`config.mk`:
```
export PLATFORM = sky130hd
export DESIGN_NAME = bidir_bus_ctrl
export DESIGN_NICKNAME = d
export VERILOG_FILES = /design/src/rtl/bidir_bus_ctrl.sv
export SDC_FILE = /design/constraint.sdc
export NUM_CORES = 1
export LEC_CHECK = 0
export CAP_MARGIN = 25
export CORE_UTILIZATION = 50
export CTS_BUF_LIST = sky130_fd_sc_hd__clkbuf_4
export CTS_CLUSTER_DIAMETER = 100
export DETAILED_ROUTE_END_ITERATION = 6
export PLACE_DENSITY = 0.92
export SLEW_MARGIN = 20
export SYNTH_ARGS = -nofsm -noshare
export SYNTH_HDL_FRONTEND = slang
export SYNTH_SLANG_ARGS = --single-unit
export TNS_END_PERCENT = 30
```
`constraint.sdc`:
```
create_clock -name clk -period 5.02 [get_ports clk]
set_input_delay 1.255 -clock clk [delete_from_list [all_inputs] [get_ports clk]]
set_output_delay 1.255 -clock clk [all_outputs]
set_load 0.005 [all_outputs]
```
`src/rtl/bidir_bus_ctrl.sv`:
```
// rtl/bidir_bus_ctrl.sv - half-duplex write/read transaction controller for a bidirectional pin macro
module bidir_bus_ctrl #(
    parameter int SIZE   = 8,
    parameter int TA_CYC = 1,
    parameter int RD_LAT = 2
) (
    input  logic            clk,
    input  logic            rst_n,
    input  logic            wr_req,
    input  logic [SIZE-1:0] wr_data,
    output logic            wr_ack,
    input  logic            rd_req,
    output logic            rd_ack,
    output logic [SIZE-1:0] rd_data,
    output logic            rd_vld,
    output logic [SIZE-1:0] bus_oe,
    output logic [SIZE-1:0] bus_dout,
    input  logic [SIZE-1:0] bus_din,
    output logic            bus_dir,
    output logic            busy
);

    localparam int MAXC = (TA_CYC > RD_LAT) ? TA_CYC : RD_LAT;
    localparam int CW   = $clog2(MAXC) + 1;

    typedef enum logic [2:0] {IDLE, TURN, WSETUP, WDRIVE, RWAIT, RCAP} state_t;

    state_t          state, state_nxt;
    logic [CW-1:0]   cnt, cnt_nxt;
    logic            last_gnt, last_gnt_nxt;   // 1 = write was granted last
    logic            dir_valid, dir_valid_nxt;
    logic            pend_wr, pend_wr_nxt;
    logic [SIZE-1:0] bus_oe_nxt, bus_dout_nxt, rd_data_nxt;
    logic            bus_dir_nxt, wr_ack_nxt, rd_ack_nxt, rd_vld_nxt, busy_nxt;
    logic            arb, gnt_wr, gnt_rd, start, start_wr;

    always_comb begin
        state_nxt     = state;
        cnt_nxt       = cnt;
        last_gnt_nxt  = last_gnt;
        dir_valid_nxt = dir_valid;
        pend_wr_nxt   = pend_wr;
        bus_oe_nxt    = '0;
        bus_dout_nxt  = bus_dout;
        rd_data_nxt   = rd_data;
        bus_dir_nxt   = bus_dir;
        wr_ack_nxt    = 1'b0;
        rd_ack_nxt    = 1'b0;
        rd_vld_nxt    = 1'b0;
        start         = 1'b0;
        start_wr      = 1'b0;

        arb    = (state == IDLE) || (state == WDRIVE) || (state == RCAP);
        gnt_wr = arb && wr_req && (!rd_req || !last_gnt);
        gnt_rd = arb && rd_req && (!wr_req || last_gnt);

        case (state)
            IDLE, WDRIVE, RCAP: begin
                state_nxt = IDLE;
                if (gnt_wr || gnt_rd) begin
                    last_gnt_nxt  = gnt_wr;
                    dir_valid_nxt = 1'b1;
                    if (dir_valid && (gnt_wr != last_gnt)) begin
                        // Pins stay released while the far end changes direction
                        state_nxt   = TURN;
                        cnt_nxt     = CW'(TA_CYC);
                        pend_wr_nxt = gnt_wr;
                        bus_dir_nxt = gnt_wr;
                    end else begin
                        start    = 1'b1;
                        start_wr = gnt_wr;
                    end
                end
            end
            TURN: begin
                if (cnt == CW'(1)) begin
                    start    = 1'b1;
                    start_wr = pend_wr;
                end else begin
                    cnt_nxt = cnt - CW'(1);
                end
            end
            WSETUP: begin
                state_nxt  = WDRIVE;
                bus_oe_nxt = '1;
            end
            RWAIT: begin
                if (cnt == CW'(1)) state_nxt = RCAP;
                else               cnt_nxt   = cnt - CW'(1);
            end
            default: state_nxt = IDLE;
        endcase

        if (state == RCAP) begin
            rd_data_nxt = bus_din;
            rd_vld_nxt  = 1'b1;
        end

        // Data is loaded one cycle before the pins are enabled so the macro register is ready
        if (start) begin
            if (start_wr) begin
                state_nxt    = WSETUP;
                bus_dout_nxt = wr_data;
                bus_dir_nxt  = 1'b1;
                wr_ack_nxt   = 1'b1;
            end else begin
                state_nxt   = RWAIT;
                cnt_nxt     = CW'(RD_LAT);
                bus_dir_nxt = 1'b0;
                rd_ack_nxt  = 1'b1;
            end
        end

        busy_nxt = (state_nxt != IDLE);
    end

    always_ff @(posedge clk or negedge rst_n) begin
        if (!rst_n) begin
            state     <= IDLE;
            cnt       <= '0;
            last_gnt  <= 1'b0;
            dir_valid <= 1'b0;
            pend_wr   <= 1'b0;
            bus_oe    <= '0;
            bus_dout  <= '0;
            rd_data   <= '0;
            bus_dir   <= 1'b0;
            wr_ack    <= 1'b0;
            rd_ack    <= 1'b0;
            rd_vld    <= 1'b0;
            busy      <= 1'b0;
        end else begin
            state     <= state_nxt;
            cnt       <= cnt_nxt;
            last_gnt  <= last_gnt_nxt;
            dir_valid <= dir_valid_nxt;
            pend_wr   <= pend_wr_nxt;
            bus_oe    <= bus_oe_nxt;
            bus_dout  <= bus_dout_nxt;
            rd_data   <= rd_data_nxt;
            bus_dir   <= bus_dir_nxt;
            wr_ack    <= wr_ack_nxt;
            rd_ack    <= rd_ack_nxt;
            rd_vld    <= rd_vld_nxt;
            busy      <= busy_nxt;
        end
    end

endmodule

```
==> run_results.csv <==
group,metric,value,unit
logic_synthesis,synth_warnings,0,
final_layout,multi_input_area,581,um^2
logic_synthesis,synth_edf_count,0,
sta,slew_violations,0,
final_layout,final_util,0.701,
floorplanning,fp-row-count,19,
floorplanning,die_h,56.0,um
final_layout,num-fill-cells,208,
hold_path,hold_path_class,"flop to flop",
global_routing,grt_pass1_vias,1053,
clock_network,clkLatencyLatePin,0.32,ns
logic_synthesis,syn_nets,151,
clock_network,cts_resized,0,
power,powerDensity,621,mW/mm^2
sta,skew,0.00314,ns
global_routing,track_usage,0.206,
global_routing,antenna_found_initial,0,
drt,routed_wl,2.92,mm
floorplanning,initial_utilization,0.528,
sta,whs,0.488,ns
worst_setup_path,critPathRequiredTime,5.23,ns
place,place.detailed.hpwl,2.14,mm
power,vdd_drop_max,0.431,mV
clock_network,h-tree-depth,2,
sta,report.final.hold_viol_count,0,
floorplanning,fp.dieArea,0.00313,mm^2
drt,drtPass1Iterations,4,
logic_synthesis,synth_compound_area_frac,0.107,
logic_synthesis,netlist-cell-type-count,37,
flow_run,cap_violations,0,
global_routing,grt_remaining_overflow,0,
final_layout,antenna_cells,0,
sta,rsz0062_at_grt,"false",
worst_setup_path,path_class,"input pin to flop",
clock_network,clockBufferDepth,2,
clock_network,clock-root-buffer,"clkbuf_4",
power,leakage,0.901,nW
logic_synthesis,synth_top_family_by_area,"simple AND/OR/NAND/NOR gates",
clock_network,cts.clk_slew.worst_paths,0.09,ns
final_layout,finalNetCount,195,
final_layout,regArea,751,um^2
logic_synthesis,synth_seq_cells,30,
global_routing,grt_start_max_net_pins,31,
place,port_buffers,48,
sta,setup_viol,0,
final_layout,final_cells,204,
logic_synthesis,synthSimpleGateAreaFrac,0.155,
clock_network,cts_buffers,5,
clock_network,cts_tree,"yes",
worst_setup_path,critPathMaxFanout,8,
logic_synthesis,avgSynthCellArea,11.3,um^2
clock_network,cts_setup_buffers,0,
drt,drc_errors,0,
final_layout,drive_gt1_frac,0.139,
floorplanning,core_area,0.00276,mm^2
logic_synthesis,synth_top_area_cell,"dfrtp_1",
clock_network,cts_hold_buf,0,
logic_synthesis,muxShareOfSynthArea,0.0962,
place,place_inst,197,
logic_synthesis,synthesis.instances,129,
place,gp_congestion,0.802,
logic_synthesis,synth_xor_xnor_area_share,0.0232,
sta,setup_tns,0,ns
sta,worstMarginPinSlew,0.516,ns
clock_network,clock-sinks,30,
drt,via_per_inst,5.25,
drt,ant_nets,0,
worst_setup_path,arrival,3.03,ns
floorplanning,die_width,56.0,um
logic_synthesis,ys.flop_type,"dfrtp_1",
worst_setup_path,start_kind,"input pin",
power,finalPower,1.20,mW
logic_synthesis,netlist_top_cells_area,"dfrtp_1 (52%), mux2_4 (8.2%), nand2_1 (8.2%)",
final_layout,area_delta_synth_final,32.6,%
sta,max_freq,354,MHz
drt,detail_route.wl_per_cell,14.3,um
logic_synthesis,synth.top_cell.area_share,0.515,
worst_setup_path,cp-end-kind,"flop",
sta,relSlewSlack,0.656,
sta,fin_crit,2.83,ns
drt,first_iter_violations,17,
logic_synthesis,async_flop_share,1.00,
run_status,outcome,"finished, final reports clean",
floorplanning,ios,49,
logic_synthesis,synth_area,0.00146,mm^2
sta,fin_crit_sh,0.563,
logic_synthesis,synthAdderAreaFrac,0.0172,
global_routing,grt_pass1_wl,4.89,mm
logic_synthesis,seq_area_frac_synth,0.515,
drt,dr_total_vias,1072,
cell usage in the layout (no fill, tap or decap), drive strengths merged, types with 3 or more instances in the layout:
cell,count
clkdlybuf4s50,48
nand2,32
dfrtp,30
mux2,8
clkbuf,5
o21ai,5
inv,4
nor2,3
nor2b,3
a31oi,3
clkinv,3
through the flow:
stage	worst slack, ns	instance area (um^2)
finish	2.19	1930
global route	2.03	1930
global placement	2.06	1880
detailed placement	1.88	1880
CTS	2.21	1930
floorplan	2.53	1460
area by class of cell:
type                    count  area share
flip-flops and latches     30       0.389
repair buffers             50       0.256
well taps                  31      0.0201
multi-input cells          81       0.301
inverters                   5     0.00972
clock inverters             2     0.00518
clock buffers               5      0.0194
cell usage after synthesis, types with 2 or more instances:
cell type	n
dfrtp_1	30
nand2_1	32
nand2b_1	2
buf_6	3
buf_4	8
o21ai_0	2
a31oi_1	3
a21oi_1	2
mux2_4	8
ha_1	2
o21ai_1	2
inv_1	4
nor2b_1	3
nor2_1	3
mux2i_1	2
xnor2_1	2
cells by family after synthesis:
logic type | Yosys count
flops | 30
fa+ha+maj | 2
compound gates | 20
xor+xnor | 3
simple gates | 46
mux | 10
buf+inv | 18
registers in the layout (all words and copies together), names as in the netlist, 2 cells and up:
| name | flops |
|---|---|
| bus_dout | 8 |
| cnt | 2 |
| state | 3 |
| rd_data | 8 |
worst max-delay path, stage by stage:
cell	delay, ns
clkdlybuf4s50_1	0.53
mux2i_1	0.26
nor2b_1	0.12
o41ai_1	0.39
a2111oi_2	0.07
or3b_1	0.40
final timing paths:
| check | slack (ns) | endpoint | cells after the start | from |
|---|---|---|---|---|
| hold / removal | 0.49 | rd_data[5] | 2 | rd_data[5] |
| max in group asynchronous | 3.44 | bus_dir | 2 | rst_n |
| setup / recovery | 2.19 | busy | 6 | rd_req |
| setup reg to reg | 2.97 | busy | 6 | state[1] |
| hold reg to reg | 0.49 | rd_data[5] | 2 | rd_data[5] |
| min in group asynchronous | 1.31 | bus_dout[7] | 2 | rst_n |
power by group:
part / internal, mW / switching (mW)
registers: 0.353 / 0.105
clock network: 0.0502 / 0.0790
logic: 0.368 / 0.245
layer usage:
metal | GRT usage | share of wire | up-vias | wire length, um
met5 | 0 | 0 | - | 0
met4 | 0.0836 | 0.026 | 0 | 76
met3 | 0.0814 | 0.069 | 10 | 202
met2 | 0.342 | 0.49 | 42 | 1420
met1 | 0.239 | 0.42 | 508 | 1220
li1 | - | - | 512 | -
Power figures use the tool's default switching activity.
